<file path="src/rtl/ghost_collision_scanner_if.sv">
// Handshake and position bus between the movement logic, the collision scanner
// and the game-state controller.
interface ghost_collision_scanner_if #(
    parameter int unsigned NUM_GHOSTS = 4,
    parameter int unsigned XW         = 10,
    parameter int unsigned YW         = 9
);
    logic                       start;
    logic                       clear;
    logic [XW-1:0]              pac_x;
    logic [YW-1:0]              pac_y;
    logic [NUM_GHOSTS*XW-1:0]   ghost_x;
    logic [NUM_GHOSTS*YW-1:0]   ghost_y;
    logic [NUM_GHOSTS-1:0]      frightened;
    logic                       busy;
    logic                       done;
    logic [NUM_GHOSTS-1:0]      hit_vec;
    logic [NUM_GHOSTS-1:0]      eaten_vec;
    logic                       game_over;

    // Requester side: drives positions and scan requests, observes results.
    modport master (
        output start, clear, pac_x, pac_y, ghost_x, ghost_y, frightened,
        input  busy, done, hit_vec, eaten_vec, game_over
    );

    // Scanner side.
    modport slave (
        input  start, clear, pac_x, pac_y, ghost_x, ghost_y, frightened,
        output busy, done, hit_vec, eaten_vec, game_over
    );
endinterface

</file>
<file path="src/rtl/ghost_collision_scanner.sv">
// Sequential pac-man/ghost collision scanner: snapshots all positions on start,
// evaluates one ghost per cycle through a shared squared-distance datapath, and
// reports hits, frightened-ghost eats and a sticky game-over flag.
module ghost_collision_scanner #(
    parameter int unsigned NUM_GHOSTS = 4,
    parameter int unsigned XW         = 10,
    parameter int unsigned YW         = 9,
    parameter int unsigned RADIUS_SQ  = 1024
) (
    input  logic                    clk,
    input  logic                    rst,
    ghost_collision_scanner_if.slave bus
);
    localparam int unsigned IW   = (NUM_GHOSTS > 1) ? $clog2(NUM_GHOSTS) : 1;
    localparam int unsigned SXW  = 2 * XW;
    localparam int unsigned SYW  = 2 * YW;
    localparam int unsigned SW   = ((SXW > SYW) ? SXW : SYW) + 1;
    localparam int unsigned CW   = (SW > 32) ? SW : 32;
    localparam logic [IW-1:0] LAST = IW'(NUM_GHOSTS - 1);

    typedef enum logic [1:0] {IDLE, SCAN, REPORT} state_t;

    state_t                   state;
    logic [IW-1:0]            idx;
    logic [XW-1:0]            px_q;
    logic [YW-1:0]            py_q;
    logic [NUM_GHOSTS*XW-1:0] gx_q;
    logic [NUM_GHOSTS*YW-1:0] gy_q;
    logic [NUM_GHOSTS-1:0]    fr_q;
    logic [NUM_GHOSTS-1:0]    acc_q;

    logic                     busy_q;
    logic                     done_q;
    logic [NUM_GHOSTS-1:0]    hit_q;
    logic [NUM_GHOSTS-1:0]    eaten_q;
    logic                     go_q;

    logic [XW-1:0]            gx_c;
    logic [YW-1:0]            gy_c;
    logic signed [XW:0]       dx_c;
    logic signed [YW:0]       dy_c;
    logic [XW-1:0]            adx_c;
    logic [YW-1:0]            ady_c;
    logic [SXW-1:0]           sqx_c;
    logic [SYW-1:0]           sqy_c;
    logic [SW-1:0]            d2_c;
    logic                     hit_c;
    logic [NUM_GHOSTS-1:0]    acc_fin_c;

    // Shared distance datapath for the ghost selected by idx; widened so nothing wraps.
    always_comb begin
        gx_c      = gx_q[idx*XW +: XW];
        gy_c      = gy_q[idx*YW +: YW];
        dx_c      = $signed({1'b0, px_q}) - $signed({1'b0, gx_c});
        dy_c      = $signed({1'b0, py_q}) - $signed({1'b0, gy_c});
        adx_c     = dx_c[XW] ? XW'(-dx_c) : XW'(dx_c);
        ady_c     = dy_c[YW] ? YW'(-dy_c) : YW'(dy_c);
        sqx_c     = SXW'(adx_c) * SXW'(adx_c);
        sqy_c     = SYW'(ady_c) * SYW'(ady_c);
        d2_c      = SW'(sqx_c) + SW'(sqy_c);
        hit_c     = CW'(d2_c) < CW'(RADIUS_SQ);
        acc_fin_c = acc_q;
        acc_fin_c[idx] = hit_c;
    end

    // Scan sequencer with registered result outputs and sticky game-over.
    always_ff @(posedge clk or negedge rst) begin
        if (!rst) begin
            state   <= IDLE;
            idx     <= '0;
            px_q    <= '0;
            py_q    <= '0;
            gx_q    <= '0;
            gy_q    <= '0;
            fr_q    <= '0;
            acc_q   <= '0;
            busy_q  <= 1'b0;
            done_q  <= 1'b0;
            hit_q   <= '0;
            eaten_q <= '0;
            go_q    <= 1'b0;
        end else begin
            done_q  <= 1'b0;
            eaten_q <= '0;

            // A reported hit on a non-frightened ghost beats a simultaneous clear.
            if (state == REPORT && (hit_q & ~fr_q) != '0) begin
                go_q <= 1'b1;
            end else if (bus.clear) begin
                go_q <= 1'b0;
            end

            case (state)
                IDLE: begin
                    if (bus.start) begin
                        px_q   <= bus.pac_x;
                        py_q   <= bus.pac_y;
                        gx_q   <= bus.ghost_x;
                        gy_q   <= bus.ghost_y;
                        fr_q   <= bus.frightened;
                        acc_q  <= '0;
                        idx    <= '0;
                        busy_q <= 1'b1;
                        state  <= SCAN;
                    end
                end
                SCAN: begin
                    acc_q <= acc_fin_c;
                    if (idx == LAST) begin
                        hit_q   <= acc_fin_c;
                        eaten_q <= acc_fin_c & fr_q;
                        done_q  <= 1'b1;
                        state   <= REPORT;
                    end else begin
                        idx <= idx + IW'(1);
                    end
                end
                REPORT: begin
                    idx    <= '0;
                    busy_q <= 1'b0;
                    state  <= IDLE;
                end
                default: begin
                    busy_q <= 1'b0;
                    state  <= IDLE;
                end
            endcase
        end
    end

    assign bus.busy      = busy_q;
    assign bus.done      = done_q;
    assign bus.hit_vec   = hit_q;
    assign bus.eaten_vec = eaten_q;
    assign bus.game_over = go_q;
endmodule

</file>
<file path="src/flat_wrapper.sv">
// flat-port wrapper written by rule: the top's interface ports become plain ports
module ghost_collision_scanner_flat 
#(
    parameter int unsigned NUM_GHOSTS = 4,
    parameter int unsigned XW         = 10,
    parameter int unsigned YW         = 9,
    parameter int unsigned RADIUS_SQ  = 1024
)
  (clk, rst, bus_start, bus_clear, bus_pac_x, bus_pac_y, bus_ghost_x, bus_ghost_y, bus_frightened, bus_busy, bus_done, bus_hit_vec, bus_eaten_vec, bus_game_over);
  ghost_collision_scanner_if #(.NUM_GHOSTS(NUM_GHOSTS), .XW(XW), .YW(YW)) bus_i ();
  input  logic clk;
  input  logic rst;
  input wire logic [$bits(bus_i.start)-1:0] bus_start;
  input wire logic [$bits(bus_i.clear)-1:0] bus_clear;
  input wire logic [$bits(bus_i.pac_x)-1:0] bus_pac_x;
  input wire logic [$bits(bus_i.pac_y)-1:0] bus_pac_y;
  input wire logic [$bits(bus_i.ghost_x)-1:0] bus_ghost_x;
  input wire logic [$bits(bus_i.ghost_y)-1:0] bus_ghost_y;
  input wire logic [$bits(bus_i.frightened)-1:0] bus_frightened;
  output wire logic [$bits(bus_i.busy)-1:0] bus_busy;
  output wire logic [$bits(bus_i.done)-1:0] bus_done;
  output wire logic [$bits(bus_i.hit_vec)-1:0] bus_hit_vec;
  output wire logic [$bits(bus_i.eaten_vec)-1:0] bus_eaten_vec;
  output wire logic [$bits(bus_i.game_over)-1:0] bus_game_over;
  assign bus_i.start = bus_start;
  assign bus_i.clear = bus_clear;
  assign bus_i.pac_x = bus_pac_x;
  assign bus_i.pac_y = bus_pac_y;
  assign bus_i.ghost_x = bus_ghost_x;
  assign bus_i.ghost_y = bus_ghost_y;
  assign bus_i.frightened = bus_frightened;
  assign bus_busy = bus_i.busy;
  assign bus_done = bus_i.done;
  assign bus_hit_vec = bus_i.hit_vec;
  assign bus_eaten_vec = bus_i.eaten_vec;
  assign bus_game_over = bus_i.game_over;
  ghost_collision_scanner #(.NUM_GHOSTS(NUM_GHOSTS), .XW(XW), .YW(YW), .RADIUS_SQ(RADIUS_SQ)) u_core (.clk(clk), .rst(rst), .bus(bus_i));
endmodule
</file>
<file path="config.mk">
export PLATFORM = sky130hd
export DESIGN_NAME = ghost_collision_scanner_flat
export DESIGN_NICKNAME = d
export VERILOG_FILES = /design/src/rtl/ghost_collision_scanner_if.sv /design/src/rtl/ghost_collision_scanner.sv /design/src/flat_wrapper.sv
export SDC_FILE = /design/constraint.sdc
export NUM_CORES = 1
export LEC_CHECK = 0
export CAP_MARGIN = 30
export CORE_ASPECT_RATIO = 0.75
export CORE_MARGIN = 2
export CORE_UTILIZATION = 40
export CTS_CLUSTER_DIAMETER = 120
export DETAILED_ROUTE_END_ITERATION = 12
export GPL_TIMING_DRIVEN = 0
export PLACE_DENSITY_LB_ADDON = 0.05
export SLEW_MARGIN = 10
export SYNTH_ARGS = -nofsm -noshare
export SYNTH_HDL_FRONTEND = slang
export SYNTH_SLANG_ARGS = --single-unit
</file>
<file path="constraint.sdc">
create_clock -name clk -period 9.1 [get_ports clk]
set_input_delay 1.365 -clock clk [delete_from_list [all_inputs] [get_ports clk]]
set_output_delay 1.365 -clock clk [all_outputs]
set_load 0.01 [all_outputs]
</file>
==> results.json, run 1 <==
{
  "status": "finished, violations left",
  "violations": "negative setup slack",
  "finalSetupViolCount": 4,
  "critical_path.max_fanout": 7,
  "synth_edf_count": 0,
  "grt_max_degree": 68,
  "yosys_warnings": 0,
  "drt_pass1_iterations": 5,
  "syn2layout_area_growth_pct": 30.3,
  "diodes": 0,
  "synthFlopType": "dfrtp_1",
  "final_cell_area_um2": 14700,
  "place_hpwl_mm": 22.4,
  "post_synth.cell_area_avg_um2": 10.1,
  "htree_levels": 4,
  "numCtsBuffers": 17,
  "grt_pass1_wl_mm": 46.1,
  "worstPathRequired_ns": 9.44,
  "placed_area_um2": 13000,
  "slew_violations": 0,
  "drc": 0,
  "syn_area_um2": 11300,
  "tightest_slew_ns": 0.893,
  "min_path_cells": 1,
  "crit_path_end_kind": "register",
  "path_clk_slew_ns": 0.06,
  "grt_pass1_vias": 8523,
  "antenna_left": 0,
  "rr_worst_depth": 37,
  "die_h_um": 150,
  "hold_slack_ns": 0.496,
  "initial_core_util_pct": 40.5,
  "die_area_um2": 29600,
  "slew_headroom_pct": 40.5,
  "synth_top_area_share_pct": 25.9,
  "first_iter_violations": 365,
  "grt_usage_pct": 20.3,
  "worstSetupEndpoint": "u_core.bus.hit_vec[0]$_DFFE_PN0P_",
  "fin_cells": 1704,
  "rsz0062_at_grt": "true",
  "hold_path_class": "reg2reg",
  "synth_cell_types": 64,
  "port_buffers": 113,
  "fmax_mhz": 110,
  "setup_ws_ns": -0.00626,
  "rows": 53,
  "ys_seq_area_share_pct": 25.9,
  "root_buffer": "clkbuf_16",
  "arrival_ns": 9.45,
  "drive_gt1_share_pct": 24.4,
  "reg2reg_from": "u_core.idx[0]$_DFFE_PN0P_",
  "syn_nets": 1431,
  "cp.buffers_inverters": 10,
  "cts_tree": "built",
  "place_congestion": 0.824,
  "cap_violations": 0,
  "crit_top_cell": "fa_1",
  "wl_mm": 28.3,
  "skew_ns": 0.00820,
  "hold_viol": 0,
  "crit_path_start_kind": "register",
  "core_area_um2": 27900,
  "yosysTopAreaCell": "dfrtp_1",
  "finalCoreUtilization_pct": 52.7,
  "cp_slowest_cell": "fa_1",
  "r2r-end": "u_core.bus.hit_vec[0]$_DFFE_PN0P_",
  "async_reset_ff_share_pct": 100,
  "synth_most_common_cell": "inv_1",
  "insertion_delay_ns": 0.41,
  "syn_inst": 1121,
  "cts_hold_buf": 0,
  "die_w_um": 198,
  "synth.area.top_cells": "dfrtp_1, fa_1, ha_1, mux2_2, inv_1",
  "worst-setup-path-type": "reg2reg",
  "cp_top_family": "adder cells",
  "finalCritPeriodShare_pct": 100,
  "vias_per_cell": 4.88,
  "io_pins": 114,
  "final_nets": 1616,
  "clockBufferDepth": 2,
  "clock_sinks": 117,
  "startpoint": "u_core.idx[0]$_DFFE_PN0P_",
  "dp_cells": 1624,
  "crit_cells": 37,
  "vias": 8322,
  "fin_crit_ns": 9.11,
  "r2r_slack_ns": -0.006,
  "synthTopCellsByCount": "inv_1, dfrtp_1, fa_1, ha_1, mux2_2",
  "yosys_register_bits": 117,
  "antenna_found_initial": 0,
  "wire_per_inst_um": 16.6,
  "grt_overflow": 0,
  "cp_slowest_stage_delay_ns": 0.55
}
kinds of logic after synthesis:
logic type                 count (synthesis)  synth area share [%]
AOI/OAI and AO/OA                        141                  8.03
xor gates and xnor gates                  43                  3.40
adders and majority gates                207                  30.2
buffers and inverters                    250                  8.42
DFF                                      117                  25.9
muxes                                    117                  13.5
and+or+nand+nor                          246                  10.5
cells in the final DEF (no fill, tap or decap), types with 19 or more instances in the layout:
cell | netlist | layout
nor2_1 | 81 | 76
dfrtp_1 | 117 | 116
clkdlybuf4s50_1 | 0 | 112
fa_1 | 109 | 101
a21oi_1 | 29 | 24
inv_1 | 218 | 206
clkbuf_1 | 23 | 21
o21ai_0 | 36 | 34
nand2_1 | 58 | 55
buf_4 | 0 | 54
mux2_2 | 96 | 96
nand2b_1 | 22 | 20
mux4_2 | 19 | 19
ha_1 | 98 | 88
stage by stage:
stage | worst slack (ns) | TNS [ns]
5_1_grt | -0.376 | -3.69
2_1_floorplan | 0.00897 | 0
3_5_place_dp | -1.74 | -18.21
4_1_cts | 0.00424 | 0
3_3_place_gp | -1.84 | -19.60
6_report | -0.00626 | -0.0153
what timing repair did:
item,4_1_cts,5_1_grt
endpoints found under the setup margin,11,11
setup buffers,33,14
pin swaps,60,41
cloned,1,0
gates resized for setup,117,35
endpoints found under the hold margin,0,0
cell type report:
cell class	instances	area (um^2)
tap	385	482
timing repair buffer	166	1550
fill	2564	13200
multi-input combinational	754	8040
sequential	117	2930
inverter	218	821
clock buffer	25	505
buffer	32	221
clock inverter	7	165
state kept, by name, indices dropped and copies added, names as in the netlist:
| register | count |
|---|---|
| u_core.bus.done | 1 |
| u_core.gx_q | 40 |
| u_core.fr_q | 4 |
| u_core.state | 2 |
| u_core.gy_q | 36 |
| u_core.px_q | 10 |
| u_core.py_q | 9 |
| u_core.bus.eaten_vec | 4 |
| u_core.bus.hit_vec | 4 |
| u_core.bus.busy | 1 |
| u_core.bus.game_over | 1 |
| u_core.acc_q | 3 |
| u_core.idx | 2 |
metal layers:
layer	track usage, %	wire (um)
met4	2.82	93
met2	29.6	12000
met5	0	0
met3	3.13	1040
met1	32.2	15200
worst min path at each step:
stage | startpoint | end | slack (ns)
after floorplan | u_core.acc_q[0]$_DFFE_PN0P_ | u_core.acc_q[0]$_DFFE_PN0P_ | 0.47
after global placement | u_core.bus.busy$_DFFE_PN0P_ | u_core.bus.busy$_DFFE_PN0P_ | 0.48
after detailed placement | u_core.bus.busy$_DFFE_PN0P_ | u_core.bus.busy$_DFFE_PN0P_ | 0.48
after CTS | u_core.bus.busy$_DFFE_PN0P_ | u_core.bus.busy$_DFFE_PN0P_ | 0.49
after global routing | u_core.gy_q[25]$_DFFE_PN0P_ | u_core.gy_q[25]$_DFFE_PN0P_ | 0.51
final | u_core.bus.busy$_DFFE_PN0P_ | u_core.bus.busy$_DFFE_PN0P_ | 0.50
Power of run 1 is not shown: default switching activity piles up to over one toggle a cycle in this logic, so the estimate is an artifact.
==> inputs of run 2 (changes only) <==
Settings changed: SKIP_CTS_REPAIR_TIMING set to 1.
==> results.json, run 2 (synthesized netlist as in run 1, its figures left out) <==
{
  "status": "complete, no violations",
  "grt_usage_pct": 19.8,
  "final_cell_area_um2": 14600,
  "port_buffers": 113,
  "final_nets": 1602,
  "insertion_delay_ns": 0.41,
  "numCtsBuffers": 17,
  "hold_path_class": "reg2reg",
  "hold_slack_ns": 0.493,
  "busiest_layer": "met1",
  "wl_mm": 28.0,
  "first_iter_violations": 343,
  "drive_gt1_share_pct": 23.8,
  "syn2layout_area_growth_pct": 29.5,
  "fin_crit_ns": 9.05,
  "fillers": 2580,
  "grt_use_met2_pct": 28.4,
  "r2r-end": "u_core.bus.hit_vec[0]$_DFFE_PN0P_",
  "tightest_slew_ns": 0.903,
  "largest_register_ffs": 40,
  "slew_headroom_pct": 39.8,
  "antenna_found_initial": 0,
  "regMostFlops": "u_core.gx_q",
  "cp_slowest_cell": "fa_1",
  "path_clk_slew_ns": 0.06,
  "cp_slowest_stage_delay_ns": 0.53,
  "finalSetupViolCount": 0,
  "root_buffer": "clkbuf_16",
  "slew_violations": 0,
  "critical_path.max_fanout": 6,
  "placed_area_um2": 13000,
  "die_h_um": 150,
  "grt_pass1_wl_mm": 44.8,
  "seqCellArea_um2": 2930,
  "cp_top_family": "adder cells",
  "wire_per_inst_um": 16.6,
  "pre_cts_ws_ns": -1.74,
  "cts_tree": "built",
  "top_regs": "u_core.gx_q (40), u_core.gy_q (36), u_core.px_q (10)",
  "r2r_slack_ns": 0.05,
  "met1_usage_pct": 31.7,
  "place_hpwl_mm": 22.4,
  "grt_overflow": 0,
  "crit_top_cell": "fa_1",
  "rr_worst_depth": 36,
  "grtUsageMet3_pct": 3.25,
  "htree_levels": 4,
  "multi_input_area_um2": 8050,
  "worst-setup-path-type": "reg2reg",
  "diodes": 0,
  "core_area_um2": 27900,
  "min_path_cells": 1,
  "finalCritPeriodShare_pct": 99.4,
  "arrival_ns": 9.39,
  "cp.buffers_inverters": 8,
  "final_cell_mix": "inv_1, dfrtp_1, clkdlybuf4s50_1",
  "setup_ws_ns": 0.0509,
  "io_pins": 114,
  "rows": 53,
  "cap_violations": 0,
  "place_congestion": 0.824,
  "grt_max_degree": 68,
  "skew_ns": 0.0102,
  "vias_per_cell": 4.88,
  "rsz0062_at_grt": "true",
  "initial_core_util_pct": 40.5,
  "hp-start": "u_core.bus.busy$_DFFE_PN0P_",
  "die_w_um": 198,
  "worstPathRequired_ns": 9.44,
  "clockBufferDepth": 2,
  "holdPathEnd": "u_core.bus.busy$_DFFE_PN0P_",
  "die_area_um2": 29600,
  "drt_pass1_iterations": 7,
  "final_common_cell": "inv_1",
  "hold_viol": 0,
  "drc": 0,
  "grt_pass1_vias": 8257,
  "clock_sinks": 117,
  "crit_path_start_kind": "register",
  "crit_path_end_kind": "register",
  "antenna_left": 0,
  "fmax_mhz": 111,
  "reg2reg_from": "u_core.idx[0]$_DFFE_PN0P_",
  "vias": 8251
}
[run 2: area by class of cell]
cell class	count	share of cell area, %
Buffer	32	1.44
Inverter	218	5.61
Multi-Input combinational cell	754	55.1
Sequential cell	117	20.0
Tap cell	385	3.29
Clock inverter	7	1.13
Clock buffer	25	3.46
Timing Repair Buffer	152	9.98
[run 2: per-layer routing]
metal  part of all wire (%)  vias up
met4                   0.29        0
met3                    3.5        9
met1                     54     4112
li1                       -     4006
met2                     42      124
met5                      0        -
[run 2: worst max-delay path by stage]
stage | start | endpoint | slack (ns) | cells past startpoint
finish | u_core.idx[0]$_DFFE_PN0P_ | u_core.bus.hit_vec[0]$_DFFE_PN0P_ | 0.05 | 36
global route | u_core.idx[1]$_DFFE_PN0P_ | u_core.acc_q[1]$_DFFE_PN0P_ | -0.30 | 35
CTS | u_core.idx[0]$_DFFE_PN0P_ | u_core.bus.eaten_vec[2]$_DFF_PN0_ | -1.77 | 36
detailed placement | u_core.idx[0]$_DFFE_PN0P_ | u_core.bus.eaten_vec[2]$_DFF_PN0_ | -1.74 | 36
global placement | u_core.idx[0]$_DFFE_PN0P_ | u_core.bus.hit_vec[2]$_DFFE_PN0P_ | -1.84 | 34
floorplan | u_core.idx[0]$_DFFE_PN0P_ | u_core.acc_q[1]$_DFFE_PN0P_ | 0.009 | 36
[run 2: stage by stage]
stage / TNS (ns) / cells / util, %
finish: 0 / 1690 / 52.4
detailed placement: -18.21 / 1624 / 46.5
global route: -2.78 / 1690 / 52.4
CTS: -18.75 / 1656 / 48.9
floorplan: 0 / 1121 / -
global placement: -19.60 / 1619 / 46.3
Power of run 2 is left out for the same reason.
==> inputs of run 3 (changes only) <==
Settings changed: SLEW_MARGIN 10 to 20.
==> results.json, run 3 (synthesized netlist as in run 1, its figures left out) <==
{
  "busiest_layer": "met1",
  "dp_cells": 1623,
  "cap_violations": 0,
  "antenna_found_initial": 0,
  "first_iter_violations": 348,
  "crit_top_cell": "fa_1",
  "finalSetupViolCount": 0,
  "final_cell_area_um2": 14900,
  "rsz0062_at_grt": "true",
  "fin_crit_ns": 9.04,
  "port_buffers": 113,
  "worst-setup-path-type": "reg2reg",
  "diodes": 0,
  "die_h_um": 150,
  "finalCoreUtilization_pct": 53.3,
  "final_cell_mix": "inv_1, dfrtp_1, clkdlybuf4s50_1",
  "path_clk_slew_ns": 0.06,
  "tightest_slew_ns": 0.837,
  "drc": 0,
  "placed_area_um2": 13000,
  "final_common_cell": "inv_1",
  "vias_per_cell": 4.86,
  "initial_core_util_pct": 40.5,
  "grt_pass1_vias": 8284,
  "clock_sinks": 117,
  "core_area_um2": 27900,
  "grt_max_degree": 68,
  "place_hpwl_mm": 22.3,
  "regMostFlops": "u_core.gx_q",
  "syn2layout_area_growth_pct": 31.6,
  "grt_usage_pct": 19.8,
  "cts_tree": "built",
  "root_buffer": "clkbuf_16",
  "slew_headroom_pct": 44.2,
  "rows": 53,
  "antenna_left": 0,
  "skew_ns": 0.00889,
  "io_pins": 114,
  "wire_per_inst_um": 16.6,
  "hold_viol": 0,
  "setup_tns_ns": 0,
  "grt_pass1_wl_mm": 44.9,
  "wl_mm": 28.3,
  "die_w_um": 198,
  "arrival_ns": 9.37,
  "status": "complete, no violations",
  "htree_levels": 4,
  "top_regs": "u_core.gx_q (40), u_core.gy_q (36), u_core.px_q (10)",
  "fin_cells": 1710,
  "vias": 8314,
  "grtUsageMet3_pct": 3.00,
  "fmax_mhz": 111,
  "cp_slowest_cell": "fa_1",
  "drt_pass1_iterations": 5,
  "critical_path.max_fanout": 6,
  "grt_overflow": 0,
  "numCtsBuffers": 17,
  "insertion_delay_ns": 0.41,
  "slew_violations": 0,
  "cp_slowest_stage_delay_ns": 0.54,
  "finalCritPeriodShare_pct": 99.3,
  "worstPathRequired_ns": 9.43,
  "drive_gt1_share_pct": 26.2,
  "die_area_um2": 29600,
  "crit_path_end_kind": "register",
  "met1_usage_pct": 31.7,
  "place_congestion": 0.824,
  "hold_path_class": "reg2reg",
  "grt_use_met2_pct": 28.5,
  "final_nets": 1622,
  "crit_path_start_kind": "register",
  "largest_register_ffs": 40,
  "clockBufferDepth": 2
}
run 3: cell types whose count changed in the layout (fill, tap and decap cells not counted), sizes merged:
cell	change
clkinvlp	-1
buf	+20
clkinv	+3
clkbuf	-2
run 3: path summary, 6_finish.rpt:
path,start,to,slack (ns),cells past startpoint
worst min register to register,u_core.bus.busy$_DFFE_PN0P_,u_core.bus.busy$_DFFE_PN0P_,0.49,1
worst max register to register,u_core.idx[0]$_DFFE_PN0P_,u_core.bus.hit_vec[1]$_DFFE_PN0P_,0.06,36
worst max-delay path,u_core.idx[0]$_DFFE_PN0P_,u_core.bus.hit_vec[1]$_DFFE_PN0P_,0.06,36
min in group asynchronous,rst,u_core.gy_q[14]$_DFFE_PN0P_,0.97,1
max in group asynchronous,rst,u_core.idx[1]$_DFFE_PN0P_,7.42,2
worst min-delay path,u_core.bus.busy$_DFFE_PN0P_,u_core.bus.busy$_DFFE_PN0P_,0.49,1
run 3: worst max-delay path, delay by kind of cell (launching register included):
kind,cells,cell delay (ns)
compound gates,8,1.72
xor+xnor,3,0.52
fa+ha+maj,9,3.78
buf+inv,8,0.88
flops,1,0.38
mux,1,0.37
simple gates,7,1.32
run 3: through the flow:
step | setup WS (ns) | hold WS (ns)
after floorplan | 0.00897 | 0.471
after global placement | -1.84 | 0.477
after detailed placement | -1.77 | 0.475
after CTS | -1.78 | 0.493
after global routing | -0.288 | 0.509
final | 0.0637 | 0.492
run 3: final cells by class:
cell class	count	area [um^2]
fill	2533	13100
buffer	32	214
tap	385	482
timing repair buffer	172	1610
clock inverter	9	173
clock buffer	23	478
multi-input combinational	754	8160
sequential	117	2930
inverter	218	821
run 3: layer usage:
layer,share of wire (%),vias to the layer above
li1,-,4056
met1,55,4144
met2,42,105
met3,2.7,9
met4,0.34,0
met5,0,-
Power of run 3 is left out for the same reason.
